===== config.mk =====
export PLATFORM = sky130hd
export DESIGN_NAME = inst_fetch_unit_flat
export DESIGN_NICKNAME = d
export VERILOG_FILES = /design/src/rtl/inst_fetch_unit_if.sv /design/src/rtl/inst_fetch_unit.sv /design/src/flat_wrapper.sv
export SDC_FILE = /design/constraint.sdc
export NUM_CORES = 1
export LEC_CHECK = 0
export ABC_AREA = 1
export BUFFER_PORTS_ARGS = -buffer_cell sky130_fd_sc_hd__clkbuf_2
export CORE_MARGIN = 2
export CORE_UTILIZATION = 33
export DETAILED_ROUTE_END_ITERATION = 8
export GPL_ROUTABILITY_DRIVEN = 0
export SETUP_SLACK_MARGIN = 0.1
export SYNTH_ARGS = -nofsm -noshare
export SYNTH_HDL_FRONTEND = slang
export SYNTH_SLANG_ARGS = --single-unit

===== constraint.sdc =====
create_clock -name clk -period 1.59 [get_ports clk]
set_input_delay 0.477 -clock clk [delete_from_list [all_inputs] [get_ports clk]]
set_output_delay 0.477 -clock clk [all_outputs]
set_load 0.02 [all_outputs]

===== src/rtl/inst_fetch_unit_if.sv =====
// Fetch-side bundle: instruction memory port, redirect request and the decode handshake.
// The master modport is the fetch unit; the slave modport is the memory/decode side.
interface inst_fetch_unit_if #(
  parameter int DEPTH = 2
);
  localparam int CNT_W = $clog2(DEPTH) + 1;

  logic [31:0]      mem_address;
  logic [31:0]      mem_instruction;
  logic             redirect_valid;
  logic [31:0]      redirect_pc;
  logic             out_valid;
  logic             out_ready;
  logic [31:0]      out_pc;
  logic [31:0]      out_instruction;
  logic [CNT_W-1:0] fifo_count;

  modport master (
    output mem_address,
    input  mem_instruction,
    input  redirect_valid,
    input  redirect_pc,
    output out_valid,
    input  out_ready,
    output out_pc,
    output out_instruction,
    output fifo_count
  );

  modport slave (
    input  mem_address,
    output mem_instruction,
    output redirect_valid,
    output redirect_pc,
    input  out_valid,
    output out_ready,
    input  out_pc,
    input  out_instruction,
    input  fifo_count
  );
endinterface


===== src/rtl/inst_fetch_unit.sv =====
// Instruction fetch initiator: walks the fetch PC, captures memory words into a small
// prefetch FIFO and hands {pc, instruction} to decode; redirects flush and restart fetch.
module inst_fetch_unit #(
  parameter logic [31:0] RESET_PC = 32'h0000_0000,
  parameter int          DEPTH    = 2
) (
  input  logic              clk,
  input  logic              rst,
  inst_fetch_unit_if.master bus
);
  localparam int PTR_W = $clog2(DEPTH);
  localparam int CNT_W = PTR_W + 1;
  localparam logic [CNT_W-1:0] DEPTH_C = CNT_W'(DEPTH);
  localparam logic [31:0]      PC_MASK = 32'hFFFF_FFFC;

  logic [31:0]      fetch_pc_q, fetch_pc_d;
  logic [PTR_W-1:0] rd_ptr_q,   rd_ptr_d;
  logic [PTR_W-1:0] wr_ptr_q,   wr_ptr_d;
  logic [CNT_W-1:0] count_q,    count_d;
  logic [31:0]      pc_mem_q  [DEPTH];
  logic [31:0]      pc_mem_d  [DEPTH];
  logic [31:0]      ins_mem_q [DEPTH];
  logic [31:0]      ins_mem_d [DEPTH];

  logic head_valid;
  logic pop;
  logic push;

  assign head_valid = (count_q != '0);
  assign pop        = head_valid & bus.out_ready;
  // A full FIFO can still take a word when the head leaves in the same cycle.
  assign push       = ~bus.redirect_valid & ((count_q < DEPTH_C) | pop);

  assign bus.mem_address     = fetch_pc_q;
  assign bus.out_valid       = head_valid;
  assign bus.out_pc          = pc_mem_q[rd_ptr_q];
  assign bus.out_instruction = ins_mem_q[rd_ptr_q];
  assign bus.fifo_count      = count_q;

  always_comb begin
    fetch_pc_d = fetch_pc_q;
    rd_ptr_d   = rd_ptr_q;
    wr_ptr_d   = wr_ptr_q;
    count_d    = count_q;
    pc_mem_d   = pc_mem_q;
    ins_mem_d  = ins_mem_q;

    if (bus.redirect_valid) begin
      // Redirect discards everything in flight, including a coincident pop/push.
      fetch_pc_d = bus.redirect_pc & PC_MASK;
      rd_ptr_d   = '0;
      wr_ptr_d   = '0;
      count_d    = '0;
    end else begin
      if (push) begin
        pc_mem_d[wr_ptr_q]  = fetch_pc_q;
        ins_mem_d[wr_ptr_q] = bus.mem_instruction;
        wr_ptr_d            = wr_ptr_q + PTR_W'(1);
        fetch_pc_d          = fetch_pc_q + 32'd4;
      end
      if (pop) begin
        rd_ptr_d = rd_ptr_q + PTR_W'(1);
      end
      unique case ({push, pop})
        2'b10:   count_d = count_q + CNT_W'(1);
        2'b01:   count_d = count_q - CNT_W'(1);
        default: count_d = count_q;
      endcase
    end
  end

  always_ff @(posedge clk) begin
    if (!rst) begin
      fetch_pc_q <= RESET_PC & PC_MASK;
      rd_ptr_q   <= '0;
      wr_ptr_q   <= '0;
      count_q    <= '0;
      for (int i = 0; i < DEPTH; i++) begin
        pc_mem_q[i]  <= '0;
        ins_mem_q[i] <= '0;
      end
    end else begin
      fetch_pc_q <= fetch_pc_d;
      rd_ptr_q   <= rd_ptr_d;
      wr_ptr_q   <= wr_ptr_d;
      count_q    <= count_d;
      pc_mem_q   <= pc_mem_d;
      ins_mem_q  <= ins_mem_d;
    end
  end

  a_count_bound: assert property (@(posedge clk) disable iff (!rst) count_q <= DEPTH_C);
  a_addr_align:  assert property (@(posedge clk) disable iff (!rst) fetch_pc_q[1:0] == 2'b00);

endmodule

===== src/flat_wrapper.sv =====
// flat-port wrapper written by rule: the top's interface ports become plain ports
module inst_fetch_unit_flat 
#(
  parameter logic [31:0] RESET_PC = 32'h0000_0000,
  parameter int          DEPTH    = 2
)
  (clk, rst, bus_mem_address, bus_mem_instruction, bus_redirect_valid, bus_redirect_pc, bus_out_valid, bus_out_ready, bus_out_pc, bus_out_instruction, bus_fifo_count);
  inst_fetch_unit_if #(.DEPTH(DEPTH)) bus_i ();
  input  logic clk;
  input  logic rst;
  output wire logic [$bits(bus_i.mem_address)-1:0] bus_mem_address;
  input wire logic [$bits(bus_i.mem_instruction)-1:0] bus_mem_instruction;
  input wire logic [$bits(bus_i.redirect_valid)-1:0] bus_redirect_valid;
  input wire logic [$bits(bus_i.redirect_pc)-1:0] bus_redirect_pc;
  output wire logic [$bits(bus_i.out_valid)-1:0] bus_out_valid;
  input wire logic [$bits(bus_i.out_ready)-1:0] bus_out_ready;
  output wire logic [$bits(bus_i.out_pc)-1:0] bus_out_pc;
  output wire logic [$bits(bus_i.out_instruction)-1:0] bus_out_instruction;
  output wire logic [$bits(bus_i.fifo_count)-1:0] bus_fifo_count;
  assign bus_mem_address = bus_i.mem_address;
  assign bus_i.mem_instruction = bus_mem_instruction;
  assign bus_i.redirect_valid = bus_redirect_valid;
  assign bus_i.redirect_pc = bus_redirect_pc;
  assign bus_out_valid = bus_i.out_valid;
  assign bus_i.out_ready = bus_out_ready;
  assign bus_out_pc = bus_i.out_pc;
  assign bus_out_instruction = bus_i.out_instruction;
  assign bus_fifo_count = bus_i.fifo_count;
  inst_fetch_unit #(.RESET_PC(RESET_PC), .DEPTH(DEPTH)) u_core (.clk(clk), .rst(rst), .bus(bus_i));
endmodule

==> reports/qor.yml <==
drt:
  drt-vias-per-instance: 5.12
  routed_wl_um: 29400
  ant_nets: 0
  wl_per_cell_um: 18.2
  drtIter0Drc: 567
  num_vias: 8291
  drc: 0
  firstDrtPassIters: 7
setup_path:
  startpoint: "u_core.rd_ptr_q"
  path_cells: "buf_12, clkbuf_16, nand2_1, o21ai_2, clkbuf_8"
  ff2ff_setup_slack_ps: -110
  cp_slowest_stage_delay_ps: 430
  critPathArrivalTime_ps: 1540
  slowest_stage: "dfxtp_4"
  worst-path-max-fanout: 8
  critPathLaunchType: "flip-flop"
  r2r_end: "u_core.ins_mem_q[14]"
  crit_type: "flip-flop to output port"
  critPathRequiredTime_ps: 1110
  endpoint_kind: "output port"
  r2r_cells: 7
  crit-reg2reg-launch: "u_core.wr_ptr_q"
clocking:
  tritoncts: "built"
  root_buffer: "clkbuf_16"
  clock-sinks: 158
  path_clk_slew_ps: 70
  cts_made_buffers: 17
  clk_latency_ps: 430
  cts_hold_buf: 0
  cts_max_path_buffers: 2
  htree_levels: 4
global_route:
  grt_pass1_wl_um: 37100
  grt_pass1_vias: 7137
  antenna_found_initial: 0
  grt_use_total_pct: 19.5
  grt_max_degree: 83
  grt_overflow: 0
logic_synthesis:
  synth_top_family_by_area: "compound AO/OA/AOI/OAI gates"
  syn_area_um2: 7290
  yosys.area_share.adder_pct: 0.343
  ys_warn_count: 0
  netlist_instances: 1045
  avgSynthCellArea_um2: 6.98
  synth-compound-area-share_pct: 23.5
  synth-main-ff-cell: "dfxtp_1"
  synth.area.mux_share_pct: 0
  synth_edf_count: 0
  yosys_register_bits: 158
  yosysSeqAreaShare_pct: 43.4
  synth_cell_types: 38
  synth-simple-area-share_pct: 20.7
  synth_xor_area_share_pct: 0.600
  async_flop_share_pct: 0
cells_and_area:
  nets: 1395
  final_common_cell: "nand2_1"
  mostFrequentLayoutCells: "nand2_1 (136), dfxtp_1 (124), inv_1 (103)"
  fin_util_pct: 59.9
  nFillCells: 1792
  regArea_um2: 3250
  syn_to_final_growth_pct: 78.8
  multi_input_area_um2: 4610
  drive_above_1_share_pct: 47.6
  n_antenna_cell: 0
power:
  p_sw_uw: 3290
  clkPwrFrac_pct: 39.6
  ir_drop_uv: 609
  pwr-share-seq_pct: 38.2
  swShare_pct: 28.8
  p_per_area_nw_per_um2: 877
  comb_power_share_pct: 22.2
  power_leakage_uw: 0.00530
  p_int_uw: 8150
sta:
  finalMaxSlewViolations: 0
  postLayoutSetupSlackWorst_ps: -429
  final.period_utilization_pct: 127
  rsz0062_at_grt: "yes"
  fin_crit_ps: 2020
  clock-skew-final_ps: 10.7
  finalHoldViolCount: 0
  fmax_mhz: 495
  finalSetupViolCount: 106
  fin_setup_tns_ps: -24080
worst_hold_path:
  whs_path_depth: 3
  hold_start: "bus_mem_instruction[15]"
  hold_path_end: "u_core.ins_mem_q[15]"
  hp-class: "input port to flip-flop"
floorplan:
  rows: 54
  fp.dieH_um: 153
  die_area_um2: 23300
  die_w_um: 153
  num_io_pins: 167
  core_area_um2: 21800
  start_util_pct: 33.5
outcome:
  status: "finished, violations left"
  violations: "setup timing"
place:
  portBuffers: 160
  dp_hpwl_um: 15000
flow_run:
  maxCapViolCount: 0
[power groups by stage]
stage | Combinational, µW | Sequential (µW) | Clock, µW
2_1_floorplan | 924 | 4480 | 0
3_3_place_gp | 1500 | 4430 | 0
3_5_place_dp | 1510 | 4430 | 0
4_1_cts | 1810 | 4350 | 4580
5_1_grt | 2700 | 4390 | 4740
6_report | 2540 | 4370 | 4530
[registers in the layout, indices dropped and copies added, names as in the netlist]
name and flops:
u_core.rd_ptr_q 1, u_core.ins_mem_q 64, u_core.pc_mem_q 60, u_core.bus.fifo_count 2
u_core.wr_ptr_q 1, u_core.bus.mem_address 30
[layer usage]
layer | GRT usage, % | vias to the layer above | share of wire [%]
li1 | - | 3973 | -
met1 | 26.4 | 3975 | 43
met2 | 31.7 | 298 | 50
met5 | 0 | - | 0
met3 | 3.44 | 45 | 5.1
met4 | 6.13 | 0 | 2.1
[critical path: cells and delay by family (launching register included)]
family	cells	cell delay (ps)
flip-flops	1	430
AND/OR/NAND/NOR	1	70
buffers and inverters	3	520
AO/OA/AOI/OAI	1	80
[what timing repair did]
| action | CTS | global route |
|---|---|---|
| buffers inserted | 30 | 33 |
| setup endpoints to repair | 175 | 223 |
| gates resized for setup | 206 | 484 |
| gates cloned | 2 | 34 |
| pin swaps | 11 | 84 |
[Yosys cell counts (3+ instances only)]
cell type / instances / area, µm²
dfxtp_1: 158 / 3160
clkbuf_1: 33 / 124
buf_2: 11 / 55.1
a22o_1: 3 / 26.3
inv_1: 112 / 420
buf_4: 7 / 52.6
nand3_1: 33 / 165
o21ai_1: 23 / 115
xor2_1: 4 / 35.0
a21oi_1: 101 / 505
nand2_4: 3 / 33.8
buf_6: 14 / 158
o21ai_0: 186 / 931
nand2_1: 177 / 664
a21oi_2: 5 / 43.8
nor3_1: 7 / 35.0
nor2_1: 132 / 495
nand4_1: 4 / 25.0
a31oi_1: 6 / 37.5
[metrics by stage]
stage,hold slack (ps),worst slack (ps),power (µW),instances,instance area [µm²]
global route,294,-464,11800,1618,13000
detailed placement,440,-20.9,5950,1488,8940
global placement,431,-5.72,5920,1488,8940
floorplan,424,-18.0,5400,1048,7540
CTS,274,-411,10700,1551,10600
finish,288,-429,11400,1618,13000
[logic make-up after synthesis]
kind of cell	count (synthesis)
AND/OR/NAND/NOR	366
AO/OA/AOI/OAI	331
buffers and inverters	182
flip-flops	158
XOR/XNOR	5
adder cells (fa/ha/maj)	2
other	1
[final cells by class]
type / count / area share, %
inverter: 115 / 3.57
multi-input combinational: 710 / 35.4
clock buffer: 19 / 3.47
clock inverter: 13 / 1.44
timing repair buffer: 323 / 28.6
tap: 280 / 2.69
sequential: 158 / 24.9
[worst max-delay path by stage]
stage	endpoint	depth (start not counted)
after detailed placement	u_core.ins_mem_q[24]	9
after global placement	u_core.bus.fifo_count[1]	9
after CTS	bus_out_pc[6]	4
final	bus_out_instruction[20]	5
after global routing	bus_out_instruction[20]	5
after floorplan	bus_out_instruction[31]	3
No activity file was read; power rests on OpenSTA's default activity.
